`config.mk`:
```
export PLATFORM = sky130hd
export DESIGN_NAME = stim_channel_sequencer_flat
export DESIGN_NICKNAME = d
export VERILOG_FILES = /design/src/rtl/stim_channel_sequencer_if.sv /design/src/rtl/stim_channel_sequencer.sv /design/src/flat_wrapper.sv
export SDC_FILE = /design/constraint.sdc
export NUM_CORES = 1
export LEC_CHECK = 0
export CORE_ASPECT_RATIO = 1.5
export CORE_MARGIN = 4
export CORE_UTILIZATION = 30
export CTS_CLUSTER_DIAMETER = 150
export DETAILED_ROUTE_END_ITERATION = 8
export HOLD_SLACK_MARGIN = 0.12
export SYNTH_ARGS = -nofsm -noshare
export SYNTH_HDL_FRONTEND = slang
export SYNTH_SLANG_ARGS = --single-unit
```
`constraint.sdc`:
```
create_clock -name Clk -period 2.7 [get_ports Clk]
set_input_delay 0.81 -clock Clk [delete_from_list [all_inputs] [get_ports Clk]]
set_output_delay 0.81 -clock Clk [all_outputs]
set_load 0.03 [all_outputs]
```
`src/rtl/stim_channel_sequencer_if.sv`:
```
// Command/decoder bundle for stim_channel_sequencer.
// The master side is the stimulation command register block and the consumer of Bin/Enable.
// The slave side is the sequencer itself.
// STIM_SEQ_ABORT_EN adds the Abort command line.
interface stim_channel_sequencer_if #(
  parameter int PW_W = 8
);
  logic            Start;
  logic [7:0]      ChMask;
  logic [PW_W-1:0] PhaseWidth;
  logic [PW_W-1:0] GapWidth;
  logic [2:0]      Bin;
  logic            Enable;
  logic            PhaseSel;
  logic            Busy;
  logic            Done;
`ifdef STIM_SEQ_ABORT_EN
  logic            Abort;

  modport master (
    output Start, ChMask, PhaseWidth, GapWidth, Abort,
    input  Bin, Enable, PhaseSel, Busy, Done
  );
  modport slave (
    input  Start, ChMask, PhaseWidth, GapWidth, Abort,
    output Bin, Enable, PhaseSel, Busy, Done
  );
`else
  modport master (
    output Start, ChMask, PhaseWidth, GapWidth,
    input  Bin, Enable, PhaseSel, Busy, Done
  );
  modport slave (
    input  Start, ChMask, PhaseWidth, GapWidth,
    output Bin, Enable, PhaseSel, Busy, Done
  );
`endif
endinterface

```
`src/rtl/stim_channel_sequencer.sv`:
```
// Biphasic stimulation sequencer for eight electrode channels.
// It walks the latched channel mask from the lowest index to the highest.
// Each channel gets a cathodic phase, an optional interphase gap and an anodic phase.
// This block is the sole driver of the channel decoder's Bin/Enable inputs.
// Optional feature macro: STIM_SEQ_ABORT_EN adds an Abort input that returns to IDLE silently.
module stim_channel_sequencer #(
  parameter int PW_W = 8
) (
  input logic                   Clk,
  input logic                   Rst,
  stim_channel_sequencer_if.slave bus
);

  typedef enum logic [2:0] {
    IDLE   = 3'd0,
    SCAN   = 3'd1,
    PHASE1 = 3'd2,
    GAP    = 3'd3,
    PHASE2 = 3'd4,
    DONE   = 3'd5
  } state_t;

  state_t          state_reg;
  logic [7:0]      mask_reg;
  logic [PW_W-1:0] pw_reg;
  logic [PW_W-1:0] gw_reg;
  logic [PW_W-1:0] cnt_reg;
  logic [2:0]      bin_reg;
  logic            enable_reg;
  logic            phase_sel_reg;
  logic            busy_reg;
  logic            done_reg;

  logic            found;
  logic [2:0]      low_idx;
  logic [PW_W-1:0] phase_load;
  logic            abort_req;

`ifdef STIM_SEQ_ABORT_EN
  assign abort_req = bus.Abort;
`else
  assign abort_req = 1'b0;
`endif

  // A phase width of 0 behaves as a one-cycle phase.
  assign phase_load = (pw_reg == '0) ? '0 : pw_reg - 1'b1;

  // Find the lowest set bit of the working mask.
  // The loop scans downward, so the last hit is the lowest index.
  always_comb begin
    found   = 1'b0;
    low_idx = 3'd0;
    for (int i = 7; i >= 0; i--) begin
      if (mask_reg[i]) begin
        found   = 1'b1;
        low_idx = 3'(i);
      end
    end
  end

  // Sequencer FSM.
  // Outputs are registered so that they take their new values on the same edge as the state change.
  always_ff @(posedge Clk) begin
    if (Rst) begin
      state_reg     <= IDLE;
      mask_reg      <= '0;
      pw_reg        <= '0;
      gw_reg        <= '0;
      cnt_reg       <= '0;
      bin_reg       <= '0;
      enable_reg    <= 1'b0;
      phase_sel_reg <= 1'b0;
      busy_reg      <= 1'b0;
      done_reg      <= 1'b0;
    end else begin
      done_reg <= 1'b0;
      case (state_reg)
        IDLE: begin
          if (bus.Start && !abort_req) begin
            mask_reg  <= bus.ChMask;
            pw_reg    <= bus.PhaseWidth;
            gw_reg    <= bus.GapWidth;
            busy_reg  <= 1'b1;
            state_reg <= SCAN;
          end
        end
        SCAN: begin
          if (found) begin
            // Bin only ever moves here, while Enable is low.
            bin_reg       <= low_idx;
            cnt_reg       <= phase_load;
            enable_reg    <= 1'b1;
            phase_sel_reg <= 1'b0;
            state_reg     <= PHASE1;
          end else begin
            busy_reg  <= 1'b0;
            state_reg <= DONE;
          end
        end
        PHASE1: begin
          if (cnt_reg == '0) begin
            if (gw_reg != '0) begin
              cnt_reg    <= gw_reg - 1'b1;
              enable_reg <= 1'b0;
              state_reg  <= GAP;
            end else begin
              cnt_reg       <= phase_load;
              phase_sel_reg <= 1'b1;
              state_reg     <= PHASE2;
            end
          end else begin
            cnt_reg <= cnt_reg - 1'b1;
          end
        end
        GAP: begin
          if (cnt_reg == '0) begin
            cnt_reg       <= phase_load;
            enable_reg    <= 1'b1;
            phase_sel_reg <= 1'b1;
            state_reg     <= PHASE2;
          end else begin
            cnt_reg <= cnt_reg - 1'b1;
          end
        end
        PHASE2: begin
          if (cnt_reg == '0) begin
            mask_reg[bin_reg] <= 1'b0;
            enable_reg        <= 1'b0;
            phase_sel_reg     <= 1'b0;
            state_reg         <= SCAN;
          end else begin
            cnt_reg <= cnt_reg - 1'b1;
          end
        end
        DONE: begin
          done_reg  <= 1'b1;
          state_reg <= IDLE;
        end
        default: begin
          state_reg <= IDLE;
        end
      endcase

      // Abort overrides whatever the case statement chose.
      // It returns to IDLE quietly, with no Done pulse.
      if (abort_req && state_reg != IDLE) begin
        state_reg     <= IDLE;
        mask_reg      <= '0;
        cnt_reg       <= '0;
        enable_reg    <= 1'b0;
        phase_sel_reg <= 1'b0;
        busy_reg      <= 1'b0;
        done_reg      <= 1'b0;
      end
    end
  end

  assign bus.Bin      = bin_reg;
  assign bus.Enable   = enable_reg;
  assign bus.PhaseSel = phase_sel_reg;
  assign bus.Busy     = busy_reg;
  assign bus.Done     = done_reg;

endmodule
```
`src/flat_wrapper.sv`:
```
// flat-port wrapper written by rule: the top's interface ports become plain ports
module stim_channel_sequencer_flat 
#(
  parameter int PW_W = 8
)
  (Clk, Rst, bus_Start, bus_ChMask, bus_PhaseWidth, bus_GapWidth, bus_Bin, bus_Enable, bus_PhaseSel, bus_Busy, bus_Done);
  stim_channel_sequencer_if #(.PW_W(PW_W)) bus_i ();
  input logic Clk;
  input logic Rst;
  input wire logic [$bits(bus_i.Start)-1:0] bus_Start;
  input wire logic [$bits(bus_i.ChMask)-1:0] bus_ChMask;
  input wire logic [$bits(bus_i.PhaseWidth)-1:0] bus_PhaseWidth;
  input wire logic [$bits(bus_i.GapWidth)-1:0] bus_GapWidth;
  output wire logic [$bits(bus_i.Bin)-1:0] bus_Bin;
  output wire logic [$bits(bus_i.Enable)-1:0] bus_Enable;
  output wire logic [$bits(bus_i.PhaseSel)-1:0] bus_PhaseSel;
  output wire logic [$bits(bus_i.Busy)-1:0] bus_Busy;
  output wire logic [$bits(bus_i.Done)-1:0] bus_Done;
  assign bus_i.Start = bus_Start;
  assign bus_i.ChMask = bus_ChMask;
  assign bus_i.PhaseWidth = bus_PhaseWidth;
  assign bus_i.GapWidth = bus_GapWidth;
  assign bus_Bin = bus_i.Bin;
  assign bus_Enable = bus_i.Enable;
  assign bus_PhaseSel = bus_i.PhaseSel;
  assign bus_Busy = bus_i.Busy;
  assign bus_Done = bus_i.Done;
  stim_channel_sequencer #(.PW_W(PW_W)) u_core (.Clk(Clk), .Rst(Rst), .bus(bus_i));
endmodule
```
# ---- Word-level counts from Yosys, hierarchy flattened
# Cells that the tools add are included.
dict set report totals {
  input_bits 27
  regBits 42
  out_inout_bits 7
  wordCells 96
}
dict set report classes {
  add_sub_neg 3
  n_eq_ne 14
  magnitude_cmp 2
  mux 49
  reduce_logical 16
  bitwise_logic 2
}
# operator n
set ops {}
lappend ops {{2-to-1 mux 8 bit} 8}
lappend ops {{2-to-1 mux 3 bit} 14}
lappend ops {{case mux 8 bit (4 select lines)} 1}
lappend ops {{subtractor 8 x 1 -> 8 bit (second input constant)} 3}
lappend ops {{2-to-1 mux 1 bit} 20}
lappend ops {{logical NOT 8 bit} 2}
lappend ops {{case mux 8 bit (2 select lines)} 1}
lappend ops {{case mux 3 bit (5 select lines)} 1}
lappend ops {{AND reduction 6 bit} 2}
lappend ops {{!= test 2 x 1 -> 1 bit (second input constant)} 5}
lappend ops {{AND reduction 3 bit} 3}
lappend ops {{AND 8 bit} 1}
lappend ops {{!= test 2 bit (second input constant)} 4}
lappend ops {{inverter 8 bit} 1}
lappend ops {{case mux 1 bit (4 select lines)} 2}
lappend ops {{nonzero test 8 bit} 1}
lappend ops {{== test 3 x 2 -> 1 bit (second input constant)} 2}
lappend ops {{== test 3 bit (second input constant)} 2}
lappend ops {{< comparator 3 x 4 -> 1 bit (second input constant)} 1}
lappend ops {{AND reduction 2 bit} 2}
lappend ops {{AND reduction 4 bit} 1}
lappend ops {{nonzero test 2 bit} 2}
lappend ops {{nonzero test 4 bit} 1}
lappend ops {{demux 1 bit (select 3 bit)} 1}
lappend ops {{5 further kinds} 5}

# ---- Logic depth before layout (Yosys ltp)
dict set report depth {
  depth_word 10
  mapped_depth 8
  depth_no_buf 7
}

# ---- Worst setup path before layout
# No wires, ideal clock.
dict set report synth_path {
  kind {register -> register}
  startpoint {register u_core.cnt_reg[0]}
  endpoint {register u_core.cnt_reg[1]}
  path_buffers 1
  setup_slack_ns 0.779
  synth_period_minus_slack_ns 1.921
  required_time_ns 2.567
  setup_time_ns 0.133
  t_arrival_ns 1.788
  stages_incl_launch_ff 9
  path_cell_list {dfxtp_1 > inv_1 > ha_1 > nor3b_1 > nand2_1 > a211o_4 > buf_6 > o21bai_1 > a41oi_1}
}
dict set report synth_via {
  elab_chain_len 3
  word_cells_on_any_way 8
  classes_between {1 x add/sub; 1 x eq/ne; 4 x mux; 2 x reduce/logical}
}
# item line_no
set synth_lines {}
lappend synth_lines {{start, declared} stim_channel_sequencer.sv:27} ;# logic [PW_W-1:0] cnt_reg;
lappend synth_lines {{start signal, assigned} stim_channel_sequencer.sv:91} ;# cnt_reg <= phase_load;
lappend synth_lines {{start signal, assigned} stim_channel_sequencer.sv:103} ;# cnt_reg <= gw_reg - 1'b1;
lappend synth_lines {{start signal, assigned} stim_channel_sequencer.sv:107} ;# cnt_reg <= phase_load;
lappend synth_lines {{subtractor 8 x 1 -> 8 bit / logical NOT 8 bit (equally long branches)} -}
lappend synth_lines {{2-to-1 mux 8 bit (tied with other cells)} stim_channel_sequencer.sv:126} ;# if (cnt_reg == '0) begin
lappend synth_lines {{case mux 8 bit (4 select lines) / AND reduction 3 bit (equally long branches)} -}
# Parallel ways exist; a longest one is shown, timed or not. The select of a mux whose other input is x is not followed.
# A chain may end at the register's enable or synchronous reset.

# ---- Worst setup path in the final report
dict set report layout_path {
  startpoint {register u_core.bin_reg[0] (netlist: u_core.bus.Bin[0])}
  endpoint {output bus_Bin[0]}
}
# item line_no
set layout_rtl {}
lappend layout_rtl {{start, declared} stim_channel_sequencer.sv:28} ;# logic [2:0] bin_reg;
lappend layout_rtl {{start signal, assigned} stim_channel_sequencer.sv:90} ;# bin_reg <= low_idx;
lappend layout_rtl {{end, declared} flat_wrapper.sv:14} ;# output wire logic [$bits(bus_i.Bin)-1:0] bus_Bin;
# No word-level cell between the ends.

==> impl_summary.log <==
[metrics] total number of vias: 2215
[metrics] cts bufs inserted: 5
[metrics] GRT overflow: 0
[metrics] DRC viols: 0
[metrics] biggest area contributors in the synthesized netlist: dfxtp_1 (36%), nand2_1 (10%), a21oi_1 (7.3%)
[metrics] worst-margin pin slew: just under 0.6 ns
[metrics] Hold Vio Cnt, Final: 0
[metrics] CTS tree: built
[metrics] maximum fanout along the worst path: 8
[metrics] number of I/O pins: 34
[metrics] share of Yosys cell area claimed by the top area cell type: 0.358
[metrics] first-iteration detailed-routing DRC count: 71
[metrics] number of gates given a new drive strength after cts: 0
[metrics] part of the cycle the worst path needs: 0.849
[metrics] CTS Root Cell: clkbuf_16
[metrics] run status: finished clean
[metrics] net count after synthesis: 338
[metrics] crit-path cells: clkdlybuf4s50_1
[metrics] wire length of the first global-routing pass: between 9 and 10 mm
[metrics] largest net degree at the start of global routing: 26
[metrics] static leakage: roughly 0.0011 uW
[metrics] antenna cell count: 0
[metrics] total power consumption of the routed design: ~3200 uW
[metrics] Slowest Stage Delay on Critical Path: 0.73 ns
[metrics] Mapped Area: about 2300 um2
[metrics] data arrival time of the critical path: 1.48 ns
[metrics] fin cells: 440
[metrics] number of endpoints failing setup at the final stage: 0
[metrics] dpl cells: 434
[metrics] most repeated cell in the gate-level netlist after synthesis: nand2_1
[metrics] gp weighted congestion: 0.834
[metrics] Final ANT Viol Nets: 0
[metrics] number of clock sinks seen by CTS: 42
[metrics] final-layout setup total negative slack: 0 ns
[metrics] maximum buffer depth of the clock tree: 2
[metrics] gr usage total: 0.130
[metrics] maximum resistive drop on vdd: between 0.4 and 0.5 mV
[metrics] required time worst endpoint: between 1.5 and 2 ns
[metrics] RSZ-0062 raised after global routing: false
[metrics] Area growth, synth to finish: 24.7%
[metrics] register area share after synthesis: 0.358
[metrics] wire length per cell: 13.0 um
[metrics] worst max-slew margin expressed relative to the limit: 0.609
[metrics] number of enable-type register cells in the synthesized netlist: 0
[metrics] most area-hungry cell type in the Yosys netlist: dfxtp_1
[metrics] area of the core: around 7600 um2
[metrics] average cell area after synthesis: 7.67 um2
[metrics] clock skew: 0.00508 ns
[metrics] Cell Pwr Density: 1090 nW/um2
[metrics] class of the tightest hold or removal check: reg -> reg
[metrics] number of global-route vias before repair: 2151
[metrics] synthesized netlist cell count: 306
[metrics] number of buffers and inverters on the critical path: 1
[metrics] routed vias/inst: roughly 5.0
[metrics] height of the die: 116 um
[metrics] clock insertion delay at the later pin of the skew report: about 0.28 ns
[metrics] Worst Path Class, Setup: reg -> out
[metrics] number of port buffers: 33
[metrics] Worst setup SP type: flip-flop
[metrics] count of H-tree levels built during CTS: 2
[metrics] family with the most delay on the worst path: buffers and inverters
[metrics] hpwl dp: 4.31 mm
[metrics] CP endpoint kind: output port
[metrics] number of synthesis warnings: 0
[metrics] width of the chip: 80.2 um
[metrics] post-detailed-routing wire length: around 5.7 mm
[metrics] length of the first detailed-routing pass in iterations: 4
[metrics] fraction of layout cells with a size suffix above 1: 0.0680
[metrics] post-CTS setup repair buffer count: 0
[metrics] max-cap viol count: 0
[metrics] DIE AREA: 9330 um2
[metrics] number of max-slew violations in the final report: 0
[metrics] shortest clock period the worst path allows after layout: 2.29 ns
[metrics] number of cell rows: 39
[metrics] most frequent cells after synthesis: nand2_1 (65), dfxtp_1 (42), a21oi_1 (34), nor2_1 (28)
[metrics] number of synthesized register bits: between 40 and 50
[metrics] clock transition at the registers of the reported paths: 0.06 ns
[metrics] Fmax: 0.436 GHz
[metrics] share of synthesized registers carrying an async set or reset: 0
[metrics] Critical Path Slowest Stage Cell: clkdlybuf4s50_1
[metrics] net count of the finished layout: 371
[metrics] hold bufs inserted after CTS: 0
[metrics] number of antenna violations at the first check in global routing: 0
[metrics] top_reg_cell synth: dfxtp_1
[metrics] count of different cell masters after synthesis: 49
[metrics] Starting Density: 0.308
cells by family (layout without fill, tap and decap cells):
kind of cell,count (synthesis),in the layout,share of synthesized area
adders and majority gates,5,5,0.0267
muxes,2,2,0.00853
and+or+nand+nor,130,130,0.266
DFF,42,42,0.358
AOI/OAI and AO/OA,86,86,0.234
xor gates and xnor gates,15,15,0.0560
buffers and inverters,26,58,0.0507
cells in the final DEF, fill, tap and decap left out, types with 9 or more instances in the layout:
cell type / count
inv_1: 11
nand2_1: 65
xnor2_1: 9
nor2_1: 28
dfxtp_1: 42
o21ai_0: 11
a31oi_1: 9
clkdlybuf4s50_1: 33
a21oi_1: 34
path summary, 6_finish.rpt:
kind,from,cells past startpoint,end,slack (ns)
worst max-delay path,u_core.bus.Bin[0],1,bus_Bin[0],0.41
worst min-delay path,u_core.gw_reg[7],2,u_core.gw_reg[7],0.48
worst max register to register,u_core.state_reg[1],5,u_core.cnt_reg[7],0.58
worst min register to register,u_core.gw_reg[7],2,u_core.gw_reg[7],0.48
metal layers:
| layer | share of wire | vias to the layer above | global-route usage |
|---|---|---|---|
| li1 | - | 1147 | - |
| met4 | 0.013 | 0 | 0.0406 |
| met1 | 0.42 | 1015 | 0.154 |
| met2 | 0.52 | 48 | 0.238 |
| met5 | 0 | - | 0 |
| met3 | 0.038 | 5 | 0.0193 |
per-stage QoR:
step / setup slack, ns / hold WS, ns / utilization / area (um2)
CTS: 0.402 / 0.490 / 0.384 / 2930
detailed placement: 0.375 / 0.482 / 0.366 / 2790
global placement: 0.369 / 0.472 / 0.366 / 2790
global route: 0.366 / 0.519 / 0.384 / 2930
finish: 0.408 / 0.485 / 0.384 / 2930
floorplan: 0.779 / 0.461 / - / 2350
area by class of cell:
class / count / area [um2]
Clock buffer: 6 / 139
Fill cell: 834 / 4690
Inverter: 11 / 41.3
Multi-Input combinational cell: 238 / 1390
Sequential cell: 42 / 841
Tap cell: 102 / 128
Timing Repair Buffer: 41 / 390
power breakdown:
group	internal, uW	switching (uW)	leakage [uW]
clock network	357	228	0.0000688
registers	775	201	0.000344
logic	723	910	0.000686
(Power assumes the default switching activity.)
